### src/rtl/axi_lite_uart_pkg.sv
// Shared definitions for the AXI4-Lite UART register block.
// Contents: AXI-Lite channel and request/response structs, register offsets,
// CTRL/STATUS bit indices, response codes, FSM state enums and the
// register-select enum produced by axi_lite_uart_decode.
package axi_lite_uart_pkg;

  localparam int unsigned LiteAddrW = 32;
  localparam int unsigned LiteDataW = 32;

  typedef struct packed {
    logic [LiteAddrW-1:0] addr;
    logic [2:0]           prot;
  } axi_lite_ax_t;

  typedef struct packed {
    logic [LiteDataW-1:0] data;
    logic [3:0]           strb;
  } axi_lite_w_t;

  typedef struct packed {
    logic [1:0] resp;
  } axi_lite_b_t;

  typedef struct packed {
    logic [LiteDataW-1:0] data;
    logic [1:0]           resp;
  } axi_lite_r_t;

  typedef struct packed {
    axi_lite_ax_t aw;
    logic         aw_valid;
    axi_lite_w_t  w;
    logic         w_valid;
    logic         b_ready;
    axi_lite_ax_t ar;
    logic         ar_valid;
    logic         r_ready;
  } axi_lite_req_t;

  typedef struct packed {
    logic        aw_ready;
    logic        w_ready;
    axi_lite_b_t b;
    logic        b_valid;
    logic        ar_ready;
    axi_lite_r_t r;
    logic        r_valid;
  } axi_lite_resp_t;

  // Register byte offsets
  localparam logic [4:0] REG_CTRL    = 5'h00;
  localparam logic [4:0] REG_STATUS  = 5'h04;
  localparam logic [4:0] REG_BAUD    = 5'h08;
  localparam logic [4:0] REG_TX_DATA = 5'h0C;
  localparam logic [4:0] REG_RX_DATA = 5'h10;

  // CTRL bits
  localparam int CTRL_TX_EN  = 0;
  localparam int CTRL_RX_EN  = 1;
  localparam int CTRL_STOP2  = 2;
  localparam int CTRL_IRQ_EN = 4;

  // STATUS bits
  localparam int STS_TX_READY = 0;
  localparam int STS_RX_VALID = 1;
  localparam int STS_OVERRUN  = 2;
  localparam int STS_IRQ_PEND = 3;

  // RX_DATA byte-valid flag
  localparam int RX_VALID_BIT = 8;

  localparam logic [1:0] RESP_OKAY   = 2'b00;
  localparam logic [1:0] RESP_SLVERR = 2'b10;

  typedef enum logic [1:0] {
    W_IDLE = 2'd0,
    W_TX   = 2'd1,
    W_RESP = 2'd2
  } wr_state_e;

  typedef enum logic {
    R_IDLE = 1'b0,
    R_RESP = 1'b1
  } rd_state_e;

  typedef enum logic [2:0] {
    SEL_CTRL   = 3'd0,
    SEL_STATUS = 3'd1,
    SEL_BAUD   = 3'd2,
    SEL_TX     = 3'd3,
    SEL_RX     = 3'd4,
    SEL_NONE   = 3'd7
  } reg_sel_e;

endpackage

### src/rtl/axi_lite_uart_decode.sv
// Address decoder shared by the read and write paths.
// Ports:
//   i_addr : lite address (only [4:2] select a register, [1:0] must be 0)
//   o_sel  : selected register, SEL_NONE when unmapped
//   o_hit  : address is mapped and word aligned
// Direction legality (RO/WO registers) is checked by the caller.
module axi_lite_uart_decode
  import axi_lite_uart_pkg::*;
#(
  parameter int unsigned AddrWidth = 32
) (
  input  logic [AddrWidth-1:0] i_addr,
  output reg_sel_e             o_sel,
  output logic                 o_hit
);

  always_comb begin
    o_sel = SEL_NONE;
    case (i_addr[4:2])
      REG_CTRL[4:2]:    o_sel = SEL_CTRL;
      REG_STATUS[4:2]:  o_sel = SEL_STATUS;
      REG_BAUD[4:2]:    o_sel = SEL_BAUD;
      REG_TX_DATA[4:2]: o_sel = SEL_TX;
      REG_RX_DATA[4:2]: o_sel = SEL_RX;
      default:          o_sel = SEL_NONE;
    endcase
    o_hit = (o_sel != SEL_NONE) && (i_addr[1:0] == 2'b00);
  end

  // Upper address bits do not take part in the decode.
  if (AddrWidth > 5) begin : g_upper
    logic w_unused_upper;
    assign w_unused_upper = ^i_addr[AddrWidth-1:5];
  end

endmodule

### src/rtl/axi_lite_uart_regs.sv
// AXI4-Lite slave register file in front of a UART core.
// Registers: CTRL 0x00, STATUS 0x04, BAUD_DIV 0x08, TX_DATA 0x0C, RX_DATA 0x10.
// TX_DATA writes become a valid/ready push toward the TX FIFO; RX_DATA reads
// pop the RX FIFO when it holds a byte. One B per AW/W pair, one R per AR.
// Ports:
//   clk_i, rst_i          : clock, synchronous active-high reset
//   slv_req_i/slv_resp_o  : AXI-Lite slave port
//   tx_data_o/tx_valid_o/tx_ready_i : TX FIFO push
//   rx_data_i/rx_valid_i/rx_ready_o : RX FIFO pop (rx_ready_o is one cycle)
//   rx_overrun_i          : RX overflow pulse, latched into STATUS[2]
//   baud_div_o, tx_en_o, rx_en_o, stop2_o : configuration outputs
//   irq_o                 : interrupt, only when AXI_LITE_UART_IRQ_EN is defined
// Handshake rule: a transfer happens on a rising edge where valid and ready
// are both high; the source holds its payload stable until that edge.
// Optional feature macro: AXI_LITE_UART_IRQ_EN (CTRL[4] irq_en, STATUS[3], irq_o).
module axi_lite_uart_regs
  import axi_lite_uart_pkg::*;
#(
  parameter int unsigned AddrWidth      = 32,
  parameter int unsigned DataWidth      = 32,
  parameter logic [15:0] DefaultBaudDiv = 16'd434,
  parameter type         lite_req_t     = axi_lite_req_t,
  parameter type         lite_resp_t    = axi_lite_resp_t
) (
  input  logic        clk_i,
  input  logic        rst_i,
  input  lite_req_t   slv_req_i,
  output lite_resp_t  slv_resp_o,
  output logic [7:0]  tx_data_o,
  output logic        tx_valid_o,
  input  logic        tx_ready_i,
  input  logic [7:0]  rx_data_i,
  input  logic        rx_valid_i,
  output logic        rx_ready_o,
  input  logic        rx_overrun_i,
  output logic [15:0] baud_div_o,
  output logic        tx_en_o,
  output logic        rx_en_o,
  output logic        stop2_o
`ifdef AXI_LITE_UART_IRQ_EN
  ,
  output logic        irq_o
`endif
);

  if (DataWidth != 32) begin : g_dw_check
    $error("axi_lite_uart_regs: DataWidth must be 32");
  end

  wr_state_e   r_wstate;
  rd_state_e   r_rstate;
  logic [1:0]  r_bresp;
  logic [1:0]  r_rresp;
  logic [31:0] r_rdata;
  logic [7:0]  r_tx_data;
  logic        r_tx_en;
  logic        r_rx_en;
  logic        r_stop2;
  logic [15:0] r_baud;
  logic        r_overrun;

  reg_sel_e    w_wsel;
  reg_sel_e    w_rsel;
  logic        w_whit;
  logic        w_rhit;
  logic        w_aw_hs;
  logic        w_ar_hs;
  logic        w_wlegal;
  logic        w_rlegal;
  logic        w_tx_push;
  logic        w_ovr_clr;
  logic        w_irq_pend;
  logic        w_irq_en_rd;
  logic [31:0] w_wdata;
  logic [3:0]  w_strb;
  logic [31:0] w_rd_data;

  axi_lite_uart_decode #(.AddrWidth(AddrWidth)) u_wdec (
    .i_addr (slv_req_i.aw.addr[AddrWidth-1:0]),
    .o_sel  (w_wsel),
    .o_hit  (w_whit)
  );

  axi_lite_uart_decode #(.AddrWidth(AddrWidth)) u_rdec (
    .i_addr (slv_req_i.ar.addr[AddrWidth-1:0]),
    .o_sel  (w_rsel),
    .o_hit  (w_rhit)
  );

  assign w_wdata = slv_req_i.w.data;
  assign w_strb  = slv_req_i.w.strb;

  // AW and W are only taken together, and never while reset is held.
  assign w_aw_hs  = (r_wstate == W_IDLE) && !rst_i && slv_req_i.aw_valid && slv_req_i.w_valid;
  assign w_ar_hs  = (r_rstate == R_IDLE) && !rst_i && slv_req_i.ar_valid;
  assign w_wlegal = w_whit && (w_wsel != SEL_RX);
  assign w_rlegal = w_rhit && (w_rsel != SEL_TX);
  assign w_tx_push = w_aw_hs && w_wlegal && (w_wsel == SEL_TX) && w_strb[0];
  assign w_ovr_clr = w_aw_hs && w_wlegal && (w_wsel == SEL_STATUS) && w_strb[0] && w_wdata[STS_OVERRUN];

  // The pop happens on the AR handshake itself, so the byte is sampled there.
  assign rx_ready_o = w_ar_hs && w_rlegal && (w_rsel == SEL_RX) && rx_valid_i;

`ifdef AXI_LITE_UART_IRQ_EN
  logic r_irq_en;
  logic r_irq;
  assign w_irq_pend  = rx_valid_i | r_overrun;
  assign w_irq_en_rd = r_irq_en;
  assign irq_o       = r_irq;

  always_ff @(posedge clk_i) begin
    if (rst_i) r_irq <= 1'b0;
    else       r_irq <= r_irq_en & w_irq_pend;
  end
`else
  assign w_irq_pend  = 1'b0;
  assign w_irq_en_rd = 1'b0;
`endif

  // Read data uses pre-edge register values, so a same-cycle write is not seen.
  always_comb begin
    w_rd_data = '0;
    case (w_rsel)
      SEL_CTRL: begin
        w_rd_data[CTRL_TX_EN]  = r_tx_en;
        w_rd_data[CTRL_RX_EN]  = r_rx_en;
        w_rd_data[CTRL_STOP2]  = r_stop2;
        w_rd_data[CTRL_IRQ_EN] = w_irq_en_rd;
      end
      SEL_STATUS: begin
        w_rd_data[STS_TX_READY] = tx_ready_i;
        w_rd_data[STS_RX_VALID] = rx_valid_i;
        w_rd_data[STS_OVERRUN]  = r_overrun;
        w_rd_data[STS_IRQ_PEND] = w_irq_pend;
      end
      SEL_BAUD: w_rd_data[15:0] = r_baud;
      SEL_RX: begin
        if (rx_valid_i) begin
          w_rd_data[RX_VALID_BIT] = 1'b1;
          w_rd_data[7:0]          = rx_data_i;
        end
      end
      default: w_rd_data = '0;
    endcase
  end

  // Write FSM and writable registers
  always_ff @(posedge clk_i) begin
    if (rst_i) begin
      r_wstate  <= W_IDLE;
      r_bresp   <= RESP_OKAY;
      r_tx_data <= 8'h00;
      r_tx_en   <= 1'b0;
      r_rx_en   <= 1'b0;
      r_stop2   <= 1'b0;
      r_baud    <= DefaultBaudDiv;
      r_overrun <= 1'b0;
`ifdef AXI_LITE_UART_IRQ_EN
      r_irq_en  <= 1'b0;
`endif
    end else begin
      // A new overrun beats a simultaneous W1C.
      if (rx_overrun_i)   r_overrun <= 1'b1;
      else if (w_ovr_clr) r_overrun <= 1'b0;

      case (r_wstate)
        W_IDLE: begin
          if (w_aw_hs) begin
            if (!w_wlegal) begin
              r_bresp  <= RESP_SLVERR;
              r_wstate <= W_RESP;
            end else if (w_tx_push) begin
              r_tx_data <= w_wdata[7:0];
              r_bresp   <= RESP_OKAY;
              r_wstate  <= W_TX;
            end else begin
              r_bresp  <= RESP_OKAY;
              r_wstate <= W_RESP;
              case (w_wsel)
                SEL_CTRL: begin
                  if (w_strb[0]) begin
                    r_tx_en <= w_wdata[CTRL_TX_EN];
                    r_rx_en <= w_wdata[CTRL_RX_EN];
                    r_stop2 <= w_wdata[CTRL_STOP2];
`ifdef AXI_LITE_UART_IRQ_EN
                    r_irq_en <= w_wdata[CTRL_IRQ_EN];
`endif
                  end
                end
                SEL_BAUD: begin
                  if (w_strb[0]) r_baud[7:0]  <= w_wdata[7:0];
                  if (w_strb[1]) r_baud[15:8] <= w_wdata[15:8];
                end
                default: ;
              endcase
            end
          end
        end
        W_TX:    if (tx_ready_i) r_wstate <= W_RESP;
        W_RESP:  if (slv_req_i.b_ready) r_wstate <= W_IDLE;
        default: r_wstate <= W_IDLE;
      endcase
    end
  end

  // Read FSM
  always_ff @(posedge clk_i) begin
    if (rst_i) begin
      r_rstate <= R_IDLE;
      r_rdata  <= '0;
      r_rresp  <= RESP_OKAY;
    end else begin
      case (r_rstate)
        R_IDLE: begin
          if (w_ar_hs) begin
            r_rdata  <= w_rlegal ? w_rd_data : 32'h0;
            r_rresp  <= w_rlegal ? RESP_OKAY : RESP_SLVERR;
            r_rstate <= R_RESP;
          end
        end
        R_RESP:  if (slv_req_i.r_ready) r_rstate <= R_IDLE;
        default: r_rstate <= R_IDLE;
      endcase
    end
  end

  always_comb begin
    slv_resp_o          = '0;
    slv_resp_o.aw_ready = w_aw_hs;
    slv_resp_o.w_ready  = w_aw_hs;
    slv_resp_o.b.resp   = r_bresp;
    slv_resp_o.b_valid  = (r_wstate == W_RESP);
    slv_resp_o.ar_ready = (r_rstate == R_IDLE) && !rst_i;
    slv_resp_o.r.data   = r_rdata;
    slv_resp_o.r.resp   = r_rresp;
    slv_resp_o.r_valid  = (r_rstate == R_RESP);
  end

  assign tx_valid_o = (r_wstate == W_TX);
  assign tx_data_o  = r_tx_data;
  assign baud_div_o = r_baud;
  assign tx_en_o    = r_tx_en;
  assign rx_en_o    = r_rx_en;
  assign stop2_o    = r_stop2;

  logic w_unused;
  assign w_unused = ^{slv_req_i.aw.prot, slv_req_i.ar.prot, w_wdata[31:16], w_strb[3:2]};

endmodule

### config.mk
export PLATFORM = sky130hd
export DESIGN_NAME = axi_lite_uart_regs
export DESIGN_NICKNAME = d
export VERILOG_FILES = /design/src/rtl/axi_lite_uart_pkg.sv /design/src/rtl/axi_lite_uart_decode.sv /design/src/rtl/axi_lite_uart_regs.sv
export SDC_FILE = /design/constraint.sdc
export NUM_CORES = 1
export LEC_CHECK = 0
export ABC_AREA = 1
export BUFFER_PORTS_ARGS = -buffer_cell sky130_fd_sc_hd__buf_2
export CAP_MARGIN = 10
export CORE_ASPECT_RATIO = 0.7
export CORE_MARGIN = 3
export CORE_UTILIZATION = 36
export CTS_CLUSTER_DIAMETER = 40
export DETAILED_ROUTE_END_ITERATION = 6
export GPL_ROUTABILITY_DRIVEN = 0
export PLACE_DENSITY = 0.83
export SYNTH_ARGS = -nofsm -noshare
export SYNTH_HDL_FRONTEND = slang
export SYNTH_SLANG_ARGS = --single-unit
### constraint.sdc
create_clock -name clk_i -period 1.2 [get_ports clk_i]
set_input_delay 0.12 -clock clk_i [delete_from_list [all_inputs] [get_ports clk_i]]
set_output_delay 0.12 -clock clk_i [all_outputs]
set_load 0.005 [all_outputs]
**Word-level counts from Yosys, hierarchy flattened**

Cells that the tools add are included.

- Bits in registers: 67
- Input bits: 124
- Output and inout port bits: 70
- Word-level logic and storage cells: 93

- Eq/ne operators: 23
- Muxes and demuxes: 22
- Bitwise gates (word level): 2
- Reduce and logical (&&, ||, !) cells: 34

Operators with widths:

| cell | number |
|---|---|
| 3-bit one-hot mux with 5 select lines | 2 |
| 3-bit by 2-bit == test with 1-bit output (second input constant) | 7 |
| 1-bit logical AND | 18 |
| 6-bit AND reduction | 3 |
| 16-bit two-way mux | 1 |
| 2-bit two-way mux | 7 |
| 3-bit by 1-bit == test with 1-bit output (second input constant) | 4 |
| 3-bit logical NOT | 4 |
| 3-bit one-hot mux with 4 select lines | 1 |
| 3-bit == test (second input constant) | 3 |
| 9-bit two-way mux | 1 |
| 3-bit != test (second input constant) | 3 |
| 4-bit one-hot mux with 2 select lines | 1 |
| 7-bit two-way mux | 1 |
| 2-bit logical NOT | 3 |
| 1-bit one-hot mux with 2 select lines | 3 |
| 2-bit one-hot mux with 3 select lines | 1 |
| 1-bit two-way mux | 4 |
| 2-bit != test (second input constant) | 2 |
| 2-bit AND reduction | 2 |
| 4-bit AND reduction | 1 |
| 3-bit by 2-bit != test with 1-bit output (second input constant) | 1 |
| 3-bit AND reduction | 1 |
| 2-bit by 1-bit == test with 1-bit output (second input constant) | 1 |
| other kinds (5) | 6 |

**Longest topological paths before layout**

- Depth in word-level cells: 12
- Depth in mapped cells: 9
- Mapped depth without buffers: 8

**Cells and area by module**

From an unflattened synthesis, not the netlist that was laid out.

- Cells, all modules: 393
- Area, all modules: 2710.1 sq um

Modules (own cells, without submodules):

| module | times used | cells each | area each (sq um) | sequential area each (sq um) |
|---|---|---|---|---|
| axi_lite_uart_regs | 1 | 369 | 2615.0 | 980.9 |
| axi_lite_uart_decode | 2 | 12 | 47.5 | 0.0 |

**Worst setup path after synthesis**

Ideal clock, no wire load.

- Path type: reg-to-reg
- From: reg r_wstate[1]
- To: reg r_baud[13] (netlist: baud_div_o[13])
- Setup time: 0.113 ns
- Arrival time: 1.181 ns
- Data required time: 1.087 ns
- Path slack: -0.093 ns
- Cell stages (with the launch flop): 10
- Path buffers: 1
- Clock period less this slack: 1.293 ns
- Path through: dfxtp_1 nor2_4 inv_4 nor2_4 nand2_1 nor2_4 buf_6 nand2_1 nand2_1 nor2_1

- Word-level cells in the longest chain between the ends: 9

Ends and longest elaborated chain:

| what | line | text |
|---|---|---|
| from (decl) | axi_lite_uart_regs.sv:50 | `wr_state_e r_wstate;` |
| from (signal assigned) | axi_lite_uart_regs.sv:150 | `r_wstate <= W_IDLE;` |
| from (signal assigned) | axi_lite_uart_regs.sv:171 | `r_wstate <= W_RESP;` |
| from (signal assigned) | axi_lite_uart_regs.sv:175 | `r_wstate <= W_TX;` |
| 2-bit logical NOT * | axi_lite_uart_regs.sv:94 | `assign w_aw_hs = (r_wstate == W_IDLE) && !rst_i && slv_req_i.aw_valid && slv_req_i.w_valid;` |
| 1-bit logical AND * (3 in a row) | axi_lite_uart_regs.sv:94 |  |
| named net w_aw_hs | axi_lite_uart_regs.sv:66 | `logic w_aw_hs;` |
| 1-bit logical AND (3 in a row) | axi_lite_uart_regs.sv:98 | `assign w_tx_push = w_aw_hs && w_wlegal && (w_wsel == SEL_TX) && w_strb[0];` |
| 1-bit inverter (no source line) | - |  |
| 6-bit AND reduction (no source line) * | - |  |
| to (signal assigned) | axi_lite_uart_regs.sv:156 | `r_baud <= DefaultBaudDiv;` |
| to (signal assigned) | axi_lite_uart_regs.sv:192 | `if (w_strb[1]) r_baud[15:8] <= w_wdata[15:8];` |
| to (decl) | axi_lite_uart_regs.sv:59 | `logic [15:0] r_baud;` |

The timed path passes the listed nets; every way through them passes the cells marked *.
A chain may end at the register's enable or synchronous reset.

==> results.md <==
- Most common cell in the netlist: nand2_1
- Die width: 105 um
- #FFs+latches synth: a little under 50
- Area Overhead vs Synth: 41.9%
- Internal power: between 2000 and 2500 uW
- Setup TNS: -3.77 ns
- Clock Skew: 0.00807 ns
- Final Max Slew Viols: 0
- Starting Density: about two fifths
- Slew @ Worst Pin: 0.529 ns
- H-Tree Depth: 2
- Nets: between 600 and 700
- I/O pins: 194
- GRT Total Usage: 17.4%
- Max-cap viol count: 0
- First-pass GRT wire length: 11.0 mm
- CTS Sinks: 49
- N_diodes: 0
- CP max stage delay: approximately 0.34 ns
- Max Buffers Root-to-Sink: 2
- # DRC: 0
- Share of cells above drive strength 1: 38.6%
- Synthesis Warnings: 0
- Leak pwr: approximately 0.0019 uW
- Worst skew pair latency: between 0.3 and 0.4 ns
- Top cells by area, synth: dfxtp_1 40%, nand2_1 17%, nor2_1 8.2%
- Die area: slightly below 0.008 sq mm
- Placed cell count: 561
- Core Box Area: ~0.0064 sq mm
- Buf+Inv Stages, Crit Path: 3
- Total Routed Length: 7.14 mm
- Cell area power density: a little under 900 mW/mm^2
- Root buf cell: clkbuf_8
- Synth top area share: about two fifths
- Via count: 2633
- Initial antenna violation count: 0
- Routed len/inst: between 10 and 15 um
- Async set-reset flop share out of synthesis: 0%
- Sequential fraction of the synthesis area: roughly 40%
- CP startpoint kind: flip-flop
- Number of port buffers: 97
- Top cells by count, synth: 109 x nand2_1, 54 x nor2_1, 49 x dfxtp_1, 40 x inv_1, 29 x nand3_1
- Post-synth top flop: dfxtp_1
- Switching Fraction: between 20% and 30%
- Reg power frac: about 55%
- Number of DRC markers in iteration 0: around 110
- Final period utilization: 116%
- Grt ovf: 0
- # setup viols final: 33
- Setup CP Type: reg -> out
- Crit path max-delay cell type: dfxtp_2
- Unrepaired setup endpoints after global routing: true
- Largest net degree at the start of global routing: 31
- Synthesized cell area: approximately 0.0025 sq mm
- Clock group share of total power: 32.0%
- Number of global-route vias before repair: 2410
- CP Cell Sequence: nor2_4 > inv_4 > nor2_4 > buf_6 > buf_6
- Largest delay contributor family on the critical path: flip-flops
- Cts bufs inserted: 5
- Total power: between 3000 and 4000 uW
- Peak supply drop: a little under 400 uV
- Via/cell ratio: 4.53
- Relative slew slack: 64.6%
- Cell count after synthesis: 370
- EDFF count, synth: 0
- Filler cells: 636
- Logic pwr share: 13.4%
- DRT antenna net count: 0
- Min-delay worst type: in -> reg
- Leading area contributor after synthesis: dfxtp_1
- CTS tree: done
- Req. time, crit path: 1.08 ns
- Row count: 24
- Failing checks: setup timing
- Max Freq: around 720 MHz
- CP arrival: approximately 1.3 ns
- Outcome: finished with violations
- Critical path endpoint category: output port
- Crit path time final: 1.39 ns
- Final Hold Vio Count: 0
- Final setup margin: -0.188 ns
- NetSw: approximately 820 uW
- Fin cells: 581
- Syn Area/Cell: ~6.7 sq um
- Reg clk slew, reported paths: 0.09 ns
- TritonRoute pass-1 iters: 4
- Synth unique cells: 26
- Maximum net fanout on the critical path: 4
- Die Ht: 75.2 um
- DP Wirelength: about 5.4 mm
==> path summary, 6_finish.rpt <==
path / depth (start not counted) / to / startpoint / slack [ns]
setup / recovery: 5 / slv_resp_o[39] / r_wstate[0] / -0.19
hold / removal: 3 / r_overrun / rx_overrun_i / 0.02
setup reg to reg: 8 / r_overrun / r_wstate[0] / -0.16
hold reg to reg: 2 / r_rdata[10] / r_rdata[10] / 0.47
==> kinds of logic after synthesis <==
logic type,share of synthesized area (%)
AOI/OAI and AO/OA,5.99
DFF,39.8
and+or+nand+nor,38.8
other,0.152
buffers and inverters,15.3
==> what timing repair did <==
item                                    CTS  global route
pin swaps                                13            13
hold buffers                              1             0
endpoints found under the setup margin   49            47
gates cloned                              0             1
gates resized for setup                  24            38
hold endpoints to repair                  1             0
setup buffers                             8             3
==> worst reg2reg max path, delay by kind of cell (launching register included) <==
family	cells	cell delay, ns
buffers and inverters	2	0.28
AOI/OAI and AO/OA	1	0.13
DFF	1	0.34
and+or+nand+nor	5	0.51
==> sequential cells by signal (all words and copies together) (netlist names) <==
name,count
r_bresp,1
r_wstate,2
baud_div_o,16
rx_en_o,1
tx_en_o,1
r_overrun,1
r_rresp,1
tx_data_o,8
r_rstate,1
r_rdata,16
stop2_o,1
==> placed cells by master (no fill, tap or decap) <==
cell type / instances
nor2_4: 7
buf_8: 1
buf_12: 2
nor3_2: 1
buf_4: 20
buf_6: 7
clkbuf_8: 5
inv_4: 1
dfxtp_1: 46
nor3b_2: 1
dfxtp_2: 3
clkinv_4: 1
nand4_1: 9
nand2_4: 7
conb_1: 18
inv_2: 3
nor2_8: 1
nand3_2: 3
dlygate4sd3_1: 1
nor3_1: 3
nand3_1: 25
nor2_2: 9
nand2_2: 9
nand2_8: 1
nand3_4: 3
clkinv_1: 1
nor2_1: 43
buf_2: 95
o21bai_1: 1
nand2_1: 95
clkinvlp_4: 2
inv_1: 38
a21oi_1: 15
a21oi_2: 7
o21ai_0: 6
==> per-layer routing <==
metal / wire, um / global-route usage, % / vias up / part of all wire [%]
met2: 3210 / 29.1 / 89 / 45
met5: 0 / 0 / - / 0
met3: 597 / 5.57 / 8 / 8.4
li1: - / - / 1354 / -
met4: 59 / 4.66 / 0 / 0.83
met1: 3270 / 22.1 / 1182 / 46
==> power by group through the flow <==
| stage | Combinational (uW) | Clock [uW] | Sequential, uW |
|---|---|---|---|
| finish | 407 | 969 | 1650 |
| CTS | 378 | 1010 | 1650 |
| global placement | 335 | 0 | 1690 |
| floorplan | 213 | 0 | 1690 |
| global route | 454 | 1060 | 1650 |
| detailed placement | 345 | 0 | 1690 |
==> per-stage QoR <==
| step | setup slack (ns) | hold slack, ns | instance area, sq um | utilization [%] |
|---|---|---|---|---|
| after floorplan | -0.0806 | 0.231 | 2550 | - |
| after global placement | -0.167 | 0.327 | 3050 | 47.5 |
| after detailed placement | -0.222 | 0.323 | 3050 | 47.5 |
| after CTS | -0.136 | 0.0128 | 3330 | 51.8 |
| after global routing | -0.235 | 0.0154 | 3500 | 54.4 |
| final | -0.188 | 0.0244 | 3500 | 54.4 |
==> final cells by class <==
type | count | area (sq um) | share of cell area, %
Clock inverter | 2 | 16.3 | 0.465
Inverter | 44 | 171 | 4.90
Timing Repair Buffer | 126 | 769 | 22.0
Tap cell | 91 | 114 | 3.26
Clock buffer | 5 | 68.8 | 1.97
Sequential cell | 49 | 985 | 28.2
Multi-Input combinational cell | 264 | 1370 | 39.2
No activity file was read; power rests on OpenSTA's default activity.
